===== src/rtl/hazard_scoreboard.sv =====
// Decode-stage register scoreboard: tracks in-flight multi-cycle ALU results and
// outstanding in-order loads, and raises stall on RAW, WAW-vs-load and load-queue-full hazards.
module hazard_scoreboard #(
  parameter int NREGS     = 32,
  parameter int ADDR_W    = 5,
  parameter int ALU_LAT   = 1,
  parameter int MAX_LOADS = 2
) (
  input  logic              clk,
  input  logic              rst,
  input  logic              id_valid,
  input  logic [ADDR_W-1:0] id_rs_addr,
  input  logic              id_rs_re,
  input  logic [ADDR_W-1:0] id_rt_addr,
  input  logic              id_rt_re,
  input  logic [ADDR_W-1:0] id_wr_addr,
  input  logic              id_we,
  input  logic              id_is_load,
  input  logic              flush,
  input  logic              mem_resp_valid,
  output logic              stall,
  output logic [NREGS-1:0]  busy_vec,
  output logic [ADDR_W-1:0] lq_head_addr,
  output logic [3:0]        lq_count,
  output logic              resp_err
);

  localparam int PTR_W = (MAX_LOADS > 1) ? $clog2(MAX_LOADS) : 1;

  logic [ALU_LAT-1:0] alu_v_q, alu_v_d;
  logic [ADDR_W-1:0]  alu_a_q [ALU_LAT];
  logic [ADDR_W-1:0]  alu_a_d [ALU_LAT];
  logic [ADDR_W-1:0]  lq_a_q  [MAX_LOADS];
  logic [ADDR_W-1:0]  lq_a_d  [MAX_LOADS];
  logic [PTR_W-1:0]   head_q, head_d, tail_q, tail_d;
  logic [3:0]         cnt_q, cnt_d;
  logic               err_q, err_d;

  logic [NREGS-1:0]   busy_alu_s, busy_load_s;
  logic               stall_s, issue_s, alu_push_s, lq_push_s, lq_pop_s;
  logic               lq_full_s, lq_empty_s;
  logic [ADDR_W-1:0]  lq_wr_addr_s;

  function automatic logic [PTR_W-1:0] next_ptr(input logic [PTR_W-1:0] p);
    if (p == PTR_W'(MAX_LOADS - 1)) begin
      return '0;
    end else begin
      return p + PTR_W'(1);
    end
  endfunction

  // Busy bits from registered ALU pipe and the live part of the load queue.
  always_comb begin
    logic [PTR_W-1:0] p;
    busy_alu_s  = '0;
    busy_load_s = '0;
    p           = head_q;
    for (int i = 0; i < ALU_LAT; i++) begin
      busy_alu_s[alu_a_q[i]] = busy_alu_s[alu_a_q[i]] | alu_v_q[i];
    end
    for (int k = 0; k < MAX_LOADS; k++) begin
      busy_load_s[lq_a_q[p]] = busy_load_s[lq_a_q[p]] | (4'(k) < cnt_q);
      p = next_ptr(p);
    end
    busy_alu_s[0]  = 1'b0;
    busy_load_s[0] = 1'b0;
  end

  // Hazard detection and issue qualification.
  always_comb begin
    lq_full_s  = (cnt_q == 4'(MAX_LOADS));
    lq_empty_s = (cnt_q == 4'd0);
    stall_s = id_valid & ( (id_rs_re & (busy_alu_s[id_rs_addr] | busy_load_s[id_rs_addr]))
                         | (id_rt_re & (busy_alu_s[id_rt_addr] | busy_load_s[id_rt_addr]))
                         | (id_we & busy_load_s[id_wr_addr])
                         | (id_is_load & lq_full_s) );
    issue_s = id_valid & ~stall_s;
    // A redirected (flushed) instruction is never recorded.
    alu_push_s   = issue_s & ~flush & ~id_is_load & id_we & (id_wr_addr != '0);
    lq_push_s    = issue_s & ~flush & id_is_load;
    lq_pop_s     = mem_resp_valid & ~lq_empty_s;
    lq_wr_addr_s = (id_we == 1'b1) ? id_wr_addr : '0;
  end

  // Next-state for ALU pipe, load queue and error flag.
  always_comb begin
    alu_v_d    = '0;
    alu_a_d    = alu_a_q;
    lq_a_d     = lq_a_q;
    alu_v_d[0] = alu_push_s;
    alu_a_d[0] = id_wr_addr;
    for (int i = 1; i < ALU_LAT; i++) begin
      alu_v_d[i] = alu_v_q[i-1] & ~flush;
      alu_a_d[i] = alu_a_q[i-1];
    end
    if (lq_push_s) begin
      lq_a_d[tail_q] = lq_wr_addr_s;
    end else begin
      lq_a_d[tail_q] = lq_a_q[tail_q];
    end
    tail_d = lq_push_s ? next_ptr(tail_q) : tail_q;
    head_d = lq_pop_s  ? next_ptr(head_q) : head_q;
    case ({lq_push_s, lq_pop_s})
      2'b10:   cnt_d = cnt_q + 4'd1;
      2'b01:   cnt_d = cnt_q - 4'd1;
      default: cnt_d = cnt_q;
    endcase
    err_d = err_q | (mem_resp_valid & lq_empty_s);
  end

  // State registers with synchronous active-low reset.
  always_ff @(posedge clk) begin
    if (!rst) begin
      alu_v_q <= '0;
      head_q  <= '0;
      tail_q  <= '0;
      cnt_q   <= 4'd0;
      err_q   <= 1'b0;
      for (int i = 0; i < ALU_LAT; i++) begin
        alu_a_q[i] <= '0;
      end
      for (int i = 0; i < MAX_LOADS; i++) begin
        lq_a_q[i] <= '0;
      end
    end else begin
      alu_v_q <= alu_v_d;
      alu_a_q <= alu_a_d;
      lq_a_q  <= lq_a_d;
      head_q  <= head_d;
      tail_q  <= tail_d;
      cnt_q   <= cnt_d;
      err_q   <= err_d;
    end
  end

  assign stall        = stall_s;
  assign busy_vec     = busy_alu_s | busy_load_s;
  assign lq_head_addr = lq_empty_s ? '0 : lq_a_q[head_q];
  assign lq_count     = cnt_q;
  assign resp_err     = err_q;

endmodule


===== config.mk =====
export PLATFORM = sky130hd
export DESIGN_NAME = hazard_scoreboard
export DESIGN_NICKNAME = d
export VERILOG_FILES = /design/src/rtl/hazard_scoreboard.sv
export SDC_FILE = /design/constraint.sdc
export NUM_CORES = 1
export LEC_CHECK = 0
export ABC_AREA = 0
export CELL_PAD_IN_SITES_DETAIL_PLACEMENT = 0
export CELL_PAD_IN_SITES_GLOBAL_PLACEMENT = 2
export CORE_MARGIN = 4
export CORE_UTILIZATION = 32
export CTS_BUF_LIST = sky130_fd_sc_hd__clkbuf_4 sky130_fd_sc_hd__clkbuf_8
export DETAILED_ROUTE_END_ITERATION = 10
export GPL_TIMING_DRIVEN = 0
export PLACE_DENSITY = 0.81
export SYNTH_ARGS = -nofsm -noshare
export SYNTH_HDL_FRONTEND = slang
export SYNTH_SLANG_ARGS = --single-unit

===== constraint.sdc =====
create_clock -name clk -period 5.3 [get_ports clk]
set_clock_uncertainty 0.1 [all_clocks]
set_input_delay 0.53 -clock clk [delete_from_list [all_inputs] [get_ports clk]]
set_output_delay 0.53 -clock clk [all_outputs]
set_load 0.02 [all_outputs]

==> flow_results.xml <==
<?xml version="1.0" encoding="UTF-8"?>
<metrics>
  <group name="clocking">
    <metric name="tritoncts" unit="">yes</metric>
    <metric name="root_buffer" unit="">sky130_fd_sc_hd__clkbuf_8</metric>
    <metric name="clock-sinks" unit="">23</metric>
    <metric name="tritoncts.num_buffers" unit="">3</metric>
    <metric name="cts.reportedPaths.clkPinSlew" unit="ns">0.09</metric>
    <metric name="clock_tree.buffer_depth" unit="">2</metric>
    <metric name="clock_insertion_delay_worst_skew" unit="ns">0.29</metric>
    <metric name="h-tree-depth" unit="">1</metric>
  </group>
  <group name="logic_synthesis">
    <metric name="synth_area_per_cell" unit="µm²">6.64</metric>
    <metric name="synthArstFlopShare" unit="%">0</metric>
    <metric name="ys_seq_area_share" unit="%">9.55</metric>
    <metric name="synthMostInstantiatedCell" unit="">sky130_fd_sc_hd__nand2_1</metric>
    <metric name="synth_area" unit="mm²">0.00482</metric>
    <metric name="synth_flop_type" unit="">sky130_fd_sc_hd__dfxtp_1</metric>
    <metric name="synthDominantAreaCellType" unit="">sky130_fd_sc_hd__dfxtp_1</metric>
    <metric name="synth_top_cell_area_share" unit="%">9.55</metric>
    <metric name="yosys_register_bits" unit="">23</metric>
    <metric name="yosys_warnings" unit="">0</metric>
    <metric name="post_synth_num_cell_types" unit="">88</metric>
    <metric name="synthCells" unit="">726</metric>
    <metric name="synthTopCellsByArea" unit="">sky130_fd_sc_hd__dfxtp_1, sky130_fd_sc_hd__nand2_1, sky130_fd_sc_hd__nor2_1</metric>
    <metric name="synth_edf_count" unit="">0</metric>
    <metric name="synthesis.nets" unit="">756</metric>
    <metric name="ys_top_cells_by_count" unit="">sky130_fd_sc_hd__nand2_1, sky130_fd_sc_hd__nor2_1, sky130_fd_sc_hd__o21ai_0</metric>
  </group>
  <group name="placed_design">
    <metric name="buffer_ports.inserted" unit="">63</metric>
    <metric name="routabilityCongestion" unit="">1.03</metric>
    <metric name="dp_hpwl" unit="µm">22300</metric>
    <metric name="place_worst_setup_slack" unit="ns">-0.594</metric>
    <metric name="dpl_cell_area" unit="mm²">0.00568</metric>
  </group>
  <group name="outcome">
    <metric name="outcome" unit="">completed</metric>
  </group>
  <group name="critical_path">
    <metric name="cp.required" unit="ns">4.67</metric>
    <metric name="setup.worst_path.end_class" unit="">output pin</metric>
    <metric name="critPathKind" unit="">reg -&gt; out</metric>
    <metric name="worst-endpoint-arrival" unit="ns">4.63</metric>
    <metric name="timing.critical_path.slowest_stage_cell" unit="">sky130_fd_sc_hd__a221oi_1</metric>
    <metric name="crit_path_start_kind" unit="">register</metric>
    <metric name="timing.critical_path.max_delay_family" unit="">compound AO/OA/AOI/OAI gates</metric>
    <metric name="crit_fanout" unit="">10</metric>
    <metric name="worst-path-buf-inv" unit="">6</metric>
    <metric name="longest_individual_stage_delay_on_the_worst_path" unit="ns">0.55</metric>
    <metric name="cell_chain_of_the_critical_path" unit="">buf_6 -&gt; buf_2 -&gt; buf_2 -&gt; nand3b_1 -&gt; a21oi_2 -&gt; o311ai_1 -&gt; o2111ai_2 -&gt; nor4b_4 -&gt; buf_4 -&gt; a21o_4 -&gt; buf_6 -&gt; a221oi_1 -&gt; o211ai_1 -&gt; a32oi_4 -&gt; nand2_1 -&gt; and2_1 -&gt; clkdlybuf4s15_1</metric>
  </group>
  <group name="power">
    <metric name="p_int" unit="W">0.000551</metric>
    <metric name="ir_drop" unit="mV">0.181</metric>
    <metric name="seq_power_share" unit="%">15.2</metric>
    <metric name="power.clock.fraction" unit="%">9.2</metric>
    <metric name="power.density_cell_area" unit="mW/mm²">216</metric>
    <metric name="p_leak" unit="nW">1.86</metric>
    <metric name="total_power" unit="W">0.00130</metric>
    <metric name="total_switching_power" unit="W">0.000750</metric>
    <metric name="comb_power_share" unit="%">75.6</metric>
    <metric name="netSwitchingFraction" unit="%">57.6</metric>
  </group>
  <group name="cells_and_area">
    <metric name="num-fill-cells" unit="">1551</metric>
    <metric name="area_of_the_multi_input_gates" unit="mm²">0.00431</metric>
    <metric name="final_net_count" unit="">825</metric>
    <metric name="signed_area_change_from_the_synthesized_netlist_to_the_final_layout" unit="%">25.2</metric>
    <metric name="layout.area.seq" unit="µm²">463</metric>
    <metric name="antenna_cells" unit="">0</metric>
    <metric name="final_area" unit="mm²">0.00603</metric>
    <metric name="utilization" unit="%">41.2</metric>
    <metric name="layout_cell_share_with_drive_strength_beyond_1" unit="%">13.1</metric>
  </group>
  <group name="detailed_routing">
    <metric name="post_route_antenna_net_violation_count" unit="">0</metric>
    <metric name="detail_route.first_pass.iterations" unit="">8</metric>
    <metric name="vias_per_cell" unit="">6.83</metric>
    <metric name="drt-wirelength-per-cell" unit="µm">29.0</metric>
    <metric name="routed-via-count" unit="">6681</metric>
    <metric name="drt_iter0_markers" unit="">1120</metric>
    <metric name="drt_total_wl" unit="µm">28300</metric>
    <metric name="drc" unit="">0</metric>
  </group>
  <group name="floorplanning">
    <metric name="floorplan.initialDensity" unit="%">32.9</metric>
    <metric name="core_area" unit="mm²">0.0146</metric>
    <metric name="design.die.area" unit="mm²">0.0171</metric>
    <metric name="die_height" unit="µm">131</metric>
    <metric name="dieWidth" unit="µm">131</metric>
    <metric name="ios" unit="">67</metric>
    <metric name="rows" unit="">44</metric>
  </group>
  <group name="timing">
    <metric name="maxClockFrequency" unit="MHz">190</metric>
    <metric name="rsz0062_at_grt" unit="">yes</metric>
    <metric name="timing.final.max_slew_violations" unit="">0</metric>
    <metric name="hold_violations" unit="">0</metric>
    <metric name="fin_crit" unit="ns">5.26</metric>
    <metric name="slew_headroom" unit="%">17.7</metric>
    <metric name="timing.final.crit_share" unit="%">99.3</metric>
    <metric name="fin_ws" unit="ns">0.0371</metric>
    <metric name="tightest_slew" unit="ns">1.22</metric>
    <metric name="finalSetupViolations" unit="">0</metric>
  </group>
  <group name="grt">
    <metric name="grt.met2_usage" unit="%">49.7</metric>
    <metric name="m1_gr_usage" unit="%">43.5</metric>
    <metric name="grt_first_pass_wirelength" unit="µm">41300</metric>
    <metric name="global_route.usage.total" unit="%">32.5</metric>
    <metric name="grt_start_max_net_pins" unit="">15</metric>
    <metric name="globalRouteOverflowTotal" unit="">0</metric>
    <metric name="grt_pass1_vias" unit="">6378</metric>
    <metric name="grt_antenna_before_repair" unit="">1</metric>
    <metric name="global_route.usage.met3" unit="%">8.29</metric>
    <metric name="global_routing_s_busiest_layer" unit="">met2</metric>
  </group>
  <group name="min_path">
    <metric name="holdCritPathClass" unit="">reg -&gt; reg</metric>
  </group>
  <group name="job">
    <metric name="drv_cap" unit="">0</metric>
  </group>
</metrics>
[per-stage QoR]
stage / hold WS, ns / setup TNS, ns / cells
floorplan: 0.430 / 0 / 726
global placement: 0.381 / -3.15 / 973
detailed placement: 0.388 / -1.63 / 973
CTS: 0.423 / 0 / 978
global route: 0.458 / -0.0116 / 978
finish: 0.423 / 0 / 978
[sequential cells by signal (all words and copies together) (netlist names)]
| name | count |
|---|---|
| alu_a_q | 5 |
| lq_count | 4 |
| head_q | 1 |
| lq_a_q | 10 |
| alu_v_q | 1 |
| tail_q | 1 |
| resp_err | 1 |
[layout by cell type (no fill, tap or decap), drive strengths merged, types with 6 or more instances in the layout]
cell type,n
or2,10
inv,6
o211ai,16
nand3,30
a31oi,12
and2,13
a311oi,6
nand2,79
xnor2,9
nor3b,8
nand4,10
a21oi,47
nand3b,8
nor3,27
o21ai,55
mux2i,24
buf,24
ha,6
a21o,8
clkbuf,40
dfxtp,23
nor4,7
and3,6
clkdlybuf4s50,62
a211oi,11
o22ai,16
nor2b,11
o221ai,10
nor2,78
o31ai,9
nand2b,13
[worst register-to-register path, delay by kind of cell, from the launching register on]
kind | cells | cell delay (ns)
AO/OA/AOI/OAI | 8 | 2.37
buffers and inverters | 6 | 1.22
XOR/XNOR | 1 | 0.08
flip-flops | 1 | 0.33
AND/OR/NAND/NOR | 5 | 0.69
adder cells (fa/ha/maj) | 1 | 0.25
[power groups by stage]
| stage | combinational [W] | clock [W] | sequential, W |
|---|---|---|---|
| global route | 0.00101 | 0.000127 | 0.000200 |
| floorplan | 0.000519 | 0 | 0.000205 |
| global placement | 0.000861 | 0 | 0.000200 |
| detailed placement | 0.000840 | 0 | 0.000200 |
| CTS | 0.000933 | 0.000122 | 0.000198 |
| finish | 0.000983 | 0.000120 | 0.000198 |
[per-layer routing]
metal,routed length (µm),part of all wire [%]
met2,12200,43
met5,13,0.046
met3,3300,12
met1,11400,40
met4,1350,4.8
[final timing paths]
check,depth (start not counted),startpoint,endpoint,slack [ns]
max,17,head_q$_SDFFE_PN0P_,stall,0.04
min,2,resp_err$_SDFF_PN0_,resp_err$_SDFF_PN0_,0.42
max reg2reg,21,head_q$_SDFFE_PN0P_,lq_count[3]$_SDFFE_PN0P_,0.17
min reg2reg,2,resp_err$_SDFF_PN0_,resp_err$_SDFF_PN0_,0.42
[layout make-up]
cell class / instances / share of cell area, %
Buffer: 55 / 4.63
Clock buffer: 3 / 0.685
Clock inverter: 1 / 0.124
Inverter: 6 / 0.373
Multi-Input combinational cell: 637 / 71.5
Sequential cell: 23 / 7.67
Tap cell: 184 / 3.82
Timing Repair Buffer: 69 / 11.2
[cells by family after synthesis]
family                     share of synthesized area, %
other                                            0.0778
AOI/OAI and AO/OA                                  38.9
muxes                                              6.67
xor gates and xnor gates                           2.18
buffers and inverters                              6.33
DFF                                                9.55
and+or+nand+nor                                    34.7
adders and majority gates                          1.56
[timing repair]
| item | 4_1_cts | 5_1_grt |
|---|---|---|
| setup endpoints to repair | 16 | 9 |
| hold buffers | 0 | 0 |
| gates resized for setup | 51 | 8 |
| pin swaps | 7 | 1 |
| setup buffers | 6 | 0 |
(Power assumes the default switching activity.)
